$ cat src/rtl/digit_serial_alu_pkg.sv
// Shared opcode and FSM definitions for the digit-serial ALU.
// Helper functions classify commands for the slice and the top.
package alu_defs;

  localparam logic [2:0] ALU_ADD  = 3'd0;
  localparam logic [2:0] ALU_SUB  = 3'd1;
  localparam logic [2:0] ALU_XOR  = 3'd2;
  localparam logic [2:0] ALU_SLT  = 3'd3;
  localparam logic [2:0] ALU_AND  = 3'd4;
  localparam logic [2:0] ALU_NAND = 3'd5;
  localparam logic [2:0] ALU_NOR  = 3'd6;
  localparam logic [2:0] ALU_OR   = 3'd7;

  typedef enum logic [1:0] {
    IDLE = 2'd0,
    RUN  = 2'd1,
    DONE = 2'd2
  } state_t;

  function automatic logic is_sub(input logic [2:0] c);
    return (c == ALU_SUB) || (c == ALU_SLT);
  endfunction

  function automatic logic is_arith(input logic [2:0] c);
    return (c == ALU_ADD) || is_sub(c);
  endfunction

endpackage

$ cat src/rtl/digit_serial_alu_digit.sv
// One DIGIT-wide combinational ALU slice built from 1-bit cells.
// Exposes the carry into its top bit for overflow detection.
module alu_digit
  import alu_defs::*;
#(
  parameter int DIGIT = 4
) (
  input  logic [DIGIT-1:0] a,
  input  logic [DIGIT-1:0] b,
  input  logic             carryin,
  input  logic [2:0]       command,
  output logic [DIGIT-1:0] result,
  output logic             carryout,
  output logic             carrymsb
);

  logic [DIGIT-1:0] bx;
  logic [DIGIT-1:0] s;
  logic             c;

  // Ripple the carry through DIGIT full-adder cells, then pick the op.
  always_comb begin
    bx       = b ^ {DIGIT{is_sub(command)}};
    s        = '0;
    c        = carryin;
    carrymsb = 1'b0;
    for (int i = 0; i < DIGIT; i++) begin
      if (i == DIGIT - 1) carrymsb = c;
      s[i] = a[i] ^ bx[i] ^ c;
      c    = (a[i] & bx[i]) | (c & (a[i] ^ bx[i]));
    end
    carryout = c;
    unique case (1'b1)
      is_arith(command):    result = s;
      command == ALU_XOR:   result = a ^ b;
      command == ALU_AND:   result = a & b;
      command == ALU_NAND:  result = ~(a & b);
      command == ALU_NOR:   result = ~(a | b);
      command == ALU_OR:    result = a | b;
      default:              result = s;
    endcase
  end

endmodule

$ cat src/rtl/digit_serial_alu.sv
// Digit-serial ALU: WIDTH/DIGIT cycles per op, LSB digit first.
// Define ALU_OPCOUNT_EN to add the op_count completed-op counter.
module digit_serial_alu
  import alu_defs::*;
#(
  parameter int WIDTH = 32,
  parameter int DIGIT = 4
) (
  input  logic             clk,
  input  logic             reset,
  input  logic             in_valid,
  output logic             in_ready,
  input  logic [WIDTH-1:0] operandA,
  input  logic [WIDTH-1:0] operandB,
  input  logic [2:0]       command,
  output logic             out_valid,
  input  logic             out_ready,
  output logic [WIDTH-1:0] result,
  output logic             carryout,
  output logic             overflow,
`ifdef ALU_OPCOUNT_EN
  output logic             zero,
  output logic [15:0]      op_count
`else
  output logic             zero
`endif
);

  localparam int NDIG = WIDTH / DIGIT;
  localparam int CW   = (NDIG > 1) ? $clog2(NDIG) : 1;

  state_t           state;
  logic [WIDTH-1:0] a_sr;
  logic [WIDTH-1:0] b_sr;
  logic [WIDTH-1:0] res_sr;
  logic [2:0]       cmd;
  logic             carry;
  logic [CW-1:0]    cnt;

  logic [DIGIT-1:0] d;
  logic             dco;
  logic             dcm;
  logic [WIDTH-1:0] nxt;
  logic [WIDTH-1:0] fin;
  logic             ovf;

  alu_digit #(.DIGIT(DIGIT)) u_digit (
    .a        (a_sr[DIGIT-1:0]),
    .b        (b_sr[DIGIT-1:0]),
    .carryin  (carry),
    .command  (cmd),
    .result   (d),
    .carryout (dco),
    .carrymsb (dcm)
  );

  // Next result shift value and the final result/overflow on the last digit.
  always_comb begin
    nxt = (res_sr >> DIGIT) | (WIDTH'(d) << (WIDTH - DIGIT));
    ovf = dcm ^ dco;
    fin = (cmd == ALU_SLT) ? WIDTH'(d[DIGIT-1] ^ ovf) : nxt;
  end

  // Handshake FSM, operand/result shifting and flag capture.
  always_ff @(posedge clk) begin
    if (reset) begin
      state     <= IDLE;
      in_ready  <= 1'b1;
      out_valid <= 1'b0;
      result    <= '0;
      carryout  <= 1'b0;
      overflow  <= 1'b0;
      zero      <= 1'b0;
      a_sr      <= '0;
      b_sr      <= '0;
      res_sr    <= '0;
      cmd       <= ALU_ADD;
      carry     <= 1'b0;
      cnt       <= '0;
    end else begin
      unique case (state)
        IDLE: begin
          if (in_valid && in_ready) begin
            a_sr     <= operandA;
            b_sr     <= operandB;
            cmd      <= command;
            res_sr   <= '0;
            carry    <= is_sub(command);
            cnt      <= '0;
            in_ready <= 1'b0;
            state    <= RUN;
          end
        end
        RUN: begin
          a_sr   <= a_sr >> DIGIT;
          b_sr   <= b_sr >> DIGIT;
          res_sr <= nxt;
          carry  <= dco;
          cnt    <= cnt + CW'(1);
          if (cnt == CW'(NDIG - 1)) begin
            result    <= fin;
            zero      <= (fin == '0);
            carryout  <= is_arith(cmd) ? dco : 1'b0;
            overflow  <= is_arith(cmd) ? ovf : 1'b0;
            out_valid <= 1'b1;
            state     <= DONE;
          end
        end
        DONE: begin
          if (out_ready) begin
            out_valid <= 1'b0;
            in_ready  <= 1'b1;
            state     <= IDLE;
          end
        end
        default: state <= IDLE;
      endcase
    end
  end

`ifdef ALU_OPCOUNT_EN
  // Count results accepted by the consumer; wraps naturally at 16 bits.
  always_ff @(posedge clk) begin
    if (reset) op_count <= '0;
    else if (out_valid && out_ready) op_count <= op_count + 16'd1;
  end
`endif

endmodule
$ cat config.mk
export PLATFORM = sky130hd
export DESIGN_NAME = digit_serial_alu
export DESIGN_NICKNAME = d
export VERILOG_FILES = /design/src/rtl/digit_serial_alu_pkg.sv /design/src/rtl/digit_serial_alu_digit.sv /design/src/rtl/digit_serial_alu.sv
export SDC_FILE = /design/constraint.sdc
export NUM_CORES = 1
export LEC_CHECK = 0
export BUFFER_PORTS_ARGS = -buffer_cell sky130_fd_sc_hd__buf_2
export CAP_MARGIN = 20
export CORE_AREA = 2 2 144 146
export DETAILED_ROUTE_END_ITERATION = 8
export DIE_AREA = 0 0 146 148
export GPL_ROUTABILITY_DRIVEN = 0
export HOLD_SLACK_MARGIN = 0.12
export PLACE_DENSITY = 0.58
export SYNTH_ARGS = -nofsm -noshare
export SYNTH_HDL_FRONTEND = slang
export SYNTH_SLANG_ARGS = --single-unit
$ cat constraint.sdc
create_clock -name clk -period 8.7 [get_ports clk]
set_clock_uncertainty 0.05 [all_clocks]
set_input_delay 0.87 -clock clk [delete_from_list [all_inputs] [get_ports clk]]
set_output_delay 0.87 -clock clk [all_outputs]
set_load 0.05 [all_outputs]
==> run metrics <==
RSZ-0062 raised after global routing=no; final hold vios=0; cell chosen for the clock root=sky130_fd_sc_hd__clkbuf_16; number of gates resized after cts=0; combinational cell fraction of total power=~12%; power share of the sequential group=43.4%; Via Count=between 5,000 and 6,000; Floorplan Core Area=0.0200 mm²; Area growth, synth to finish=21.6%; CTS max path bufs=2; register bit count reported by yosys=138; Die Span X=between 100 and 150 µm; Worst Hold Class=register to register; post-route clock period utilization=44.6%; leftover overflow at the end of global routing=0; # port buffers=roughly 110; number of distinct standard cells referenced by the synthesized netlist=41; origin of the worst setup path=cmd[0]$_SDFFE_PP0P_; detailed-route vias per instance=4.80; portion of the post-synthesis area used by sequential elements=46.7%; run status=finished, final reports clean; critical path class=register to register; CP endpoint kind=register; worst setup path endpoint=zero$_SDFFE_PP0P_; number of placed cells counting well taps=~1,000; clock sink count=around 140; Starting Density=29.5%; worst-case setup slack after placement=4810 ps; number of design rule violations left after detail routing=0; number of levels the H-tree was split into=4; antenna-violating nets left=0; Cell Count, Final, Fillers Out=1,081; Synth Flop Type=sky130_fd_sc_hd__dfxtp_1; wire length of the first global-routing pass=24,800 µm; length of the first detailed-routing pass in iterations=4; internal power of the cells=approximately 1.1 mW; Post-Route Utilization=35.9%; detailed router's first-iteration violation count=roughly 370; total die area=~0.022 mm²; share of synthesized registers carrying an async set or reset=0%; Routed WL per cell=14.0 µm; worst reg2reg setup slack=4820 ps; post-route worst setup slack=4820 ps; leakage power of the design=about 2.8 nW; HPWL after detailed placement=just under 10,000 µm; signal arrival time at the worst endpoint=~4100 ps; Data required, critical path=8900 ps; area of the mapped netlist=around 0.0059 mm²; vias in the first global route=4,819; largest net degree at the start of global routing=101; Relative slew margins=30.5%; Net count, final=just under 900; # IOs=roughly 110; final max-slew violation count=0; clock tree from TritonCTS=done; syn nets=814; most common cell after layout, fill and taps aside=sky130_fd_sc_hd__nand2_1; Fmax achieved=0.258 GHz; count of buffers added by post-CTS timing repair for setup=0; wirelength, routed=around 15,000 µm; worst IR drop on VDD=0.000145 V; Hold-fix buffers, CTS=0; Critical Path Source Type=register; fraction of final layout cells with drive strength greater than 1=19.3%; switching power=0.454 mW; post-synthesis cell type with the largest combined area=sky130_fd_sc_hd__dfxtp_1; pin slew with the least headroom to its limit=1040 ps; Avg Cell Area, Syn=a little over 8 µm²; endpoint of the most critical register-to-register path=zero$_SDFFE_PP0P_; reg-to-reg startpoint=cmd[0]$_SDFFE_PP0P_; fraction of synthesized cell area taken by the top area cell type=between 40% and 50%; Worst Reg-to-Reg Cells=13; number of standard-cell rows in the floorplan=52; Skew-Pair Late Insertion Delay=~420 ps; Setup Total Neg Slack=0 ps; cells taking the most area after synthesis=sky130_fd_sc_hd__dfxtp_1 (47%), sky130_fd_sc_hd__nand2_1 (10%), sky130_fd_sc_hd__a311oi_1 (8.3%); Sw Ratio=28.3%; number of synthesized flops with an enable pin=0; CTS clk-pin slew, worst paths=60 ps; most frequent cells in the layout=sky130_fd_sc_hd__nand2_1 (163), sky130_fd_sc_hd__dfxtp_1 (138), sky130_fd_sc_hd__buf_2 (106), sky130_fd_sc_hd__nor2_1 (92), sky130_fd_sc_hd__a311oi_1 (56); warnings from Yosys=0; cts bufs inserted=17; number of instances in the synthesized netlist=about 730; Period minus WS final=3880 ps; max-cap violations=0; endpoints failing setup=0; clock share of power=between 40 and 50%; initial antenna violation count=3; die boundary height=148 µm; Pwr per Cell Area=223 mW/mm²; GRT Resource Usage Total=14.1%; largest driver fanout on the critical path=10
routing by layer:
metal | vias to the layer above | GRT usage [%] | part of all wire, %
li1 | 2672 | - | -
met5 | - | 0 | 0
met2 | 122 | 21.3 | 45
met4 | 0 | 3.74 | 0.75
met1 | 2392 | 19.1 | 49
met3 | 7 | 5.03 | 6.1
synthesized netlist by cell type (all sizes together) (2+ instances only):
master / number
nand2b: 5
a21o: 2
nor4: 7
buf: 11
inv: 15
a41oi: 2
fa: 4
a311oi: 56
nor2b: 4
nor2: 93
and2: 3
nor3: 3
a31oi: 2
o21bai: 2
ha: 10
nand3: 43
mux2i: 8
clkbuf: 56
a21oi: 50
xnor2: 6
a22oi: 31
a211oi: 3
dfxtp: 138
nor3b: 2
nand2: 163
worst min-delay path by stage:
stage / startpoint / end / slack, ps / cells past startpoint
finish: b_sr[29]$_SDFFE_PP0P_ / b_sr[29]$_SDFFE_PP0P_ / 420 / 2
global route: b_sr[29]$_SDFFE_PP0P_ / b_sr[29]$_SDFFE_PP0P_ / 440 / 2
CTS: b_sr[29]$_SDFFE_PP0P_ / b_sr[29]$_SDFFE_PP0P_ / 420 / 2
detailed placement: b_sr[29]$_SDFFE_PP0P_ / b_sr[29]$_SDFFE_PP0P_ / 410 / 2
global placement: b_sr[30]$_SDFFE_PP0P_ / b_sr[30]$_SDFFE_PP0P_ / 410 / 2
floorplan: res_sr[4]$_SDFFE_PP0P_ / res_sr[4]$_SDFFE_PP0P_ / 400 / 2
registers in the layout, summed over array words and instances, names as in the netlist:
register   count
carry          1
zero           1
b_sr          32
out_valid      1
cmd            3
carryout       1
a_sr          32
state          2
cnt            3
res_sr        28
in_ready       1
result        32
overflow       1
cells by family after synthesis:
kind of cell    Yosys count  share of synthesized area [%]
xor+xnor                  7                           1.04
buf+inv                  82                           5.50
fa+ha+maj                14                           3.47
simple gates            328                           23.1
compound gates          152                           18.6
mux                       8                           1.57
flops                   138                           46.7
worst max-delay path: stages, from the launching register on:
cell and delay [ps]:
sky130_fd_sc_hd__dfxtp_1 510, sky130_fd_sc_hd__nor2b_1 530, sky130_fd_sc_hd__xnor2_1 160, sky130_fd_sc_hd__fa_1 380
sky130_fd_sc_hd__inv_1 80, sky130_fd_sc_hd__fa_1 170, sky130_fd_sc_hd__inv_1 50, sky130_fd_sc_hd__fa_1 420
sky130_fd_sc_hd__inv_1 80, sky130_fd_sc_hd__fa_1 430, sky130_fd_sc_hd__a21o_1 180, sky130_fd_sc_hd__or3_1 360
sky130_fd_sc_hd__a41oi_1 230, sky130_fd_sc_hd__a211oi_2 70
final cells by class:
cell class,count,area [µm²]
flip-flops and latches,138,2760
fillers,2145,12800
clock inverters,15,156
repair buffers,115,602
well taps,270,338
multi-input cells,509,2840
diodes,2,5.00
inverters,15,56.3
clock buffers,17,425
metrics by stage:
stage	hold WS, ps	area [µm²]	power [mW]
after CTS	417	7170	1.62
after global routing	438	7180	1.68
after global placement	407	6590	0.905
after detailed placement	409	6590	0.907
final	415	7190	1.60
after floorplan	398	5910	0.850
power by group through the flow:
stage          Clock (mW)  Combinational, mW  Sequential, mW
2_1_floorplan           0              0.149           0.701
3_3_place_gp            0              0.195           0.710
3_5_place_dp            0              0.196           0.711
4_1_cts             0.731              0.197           0.697
5_1_grt             0.758              0.223           0.702
6_report            0.711              0.195           0.696
Power figures use the tool's default switching activity.
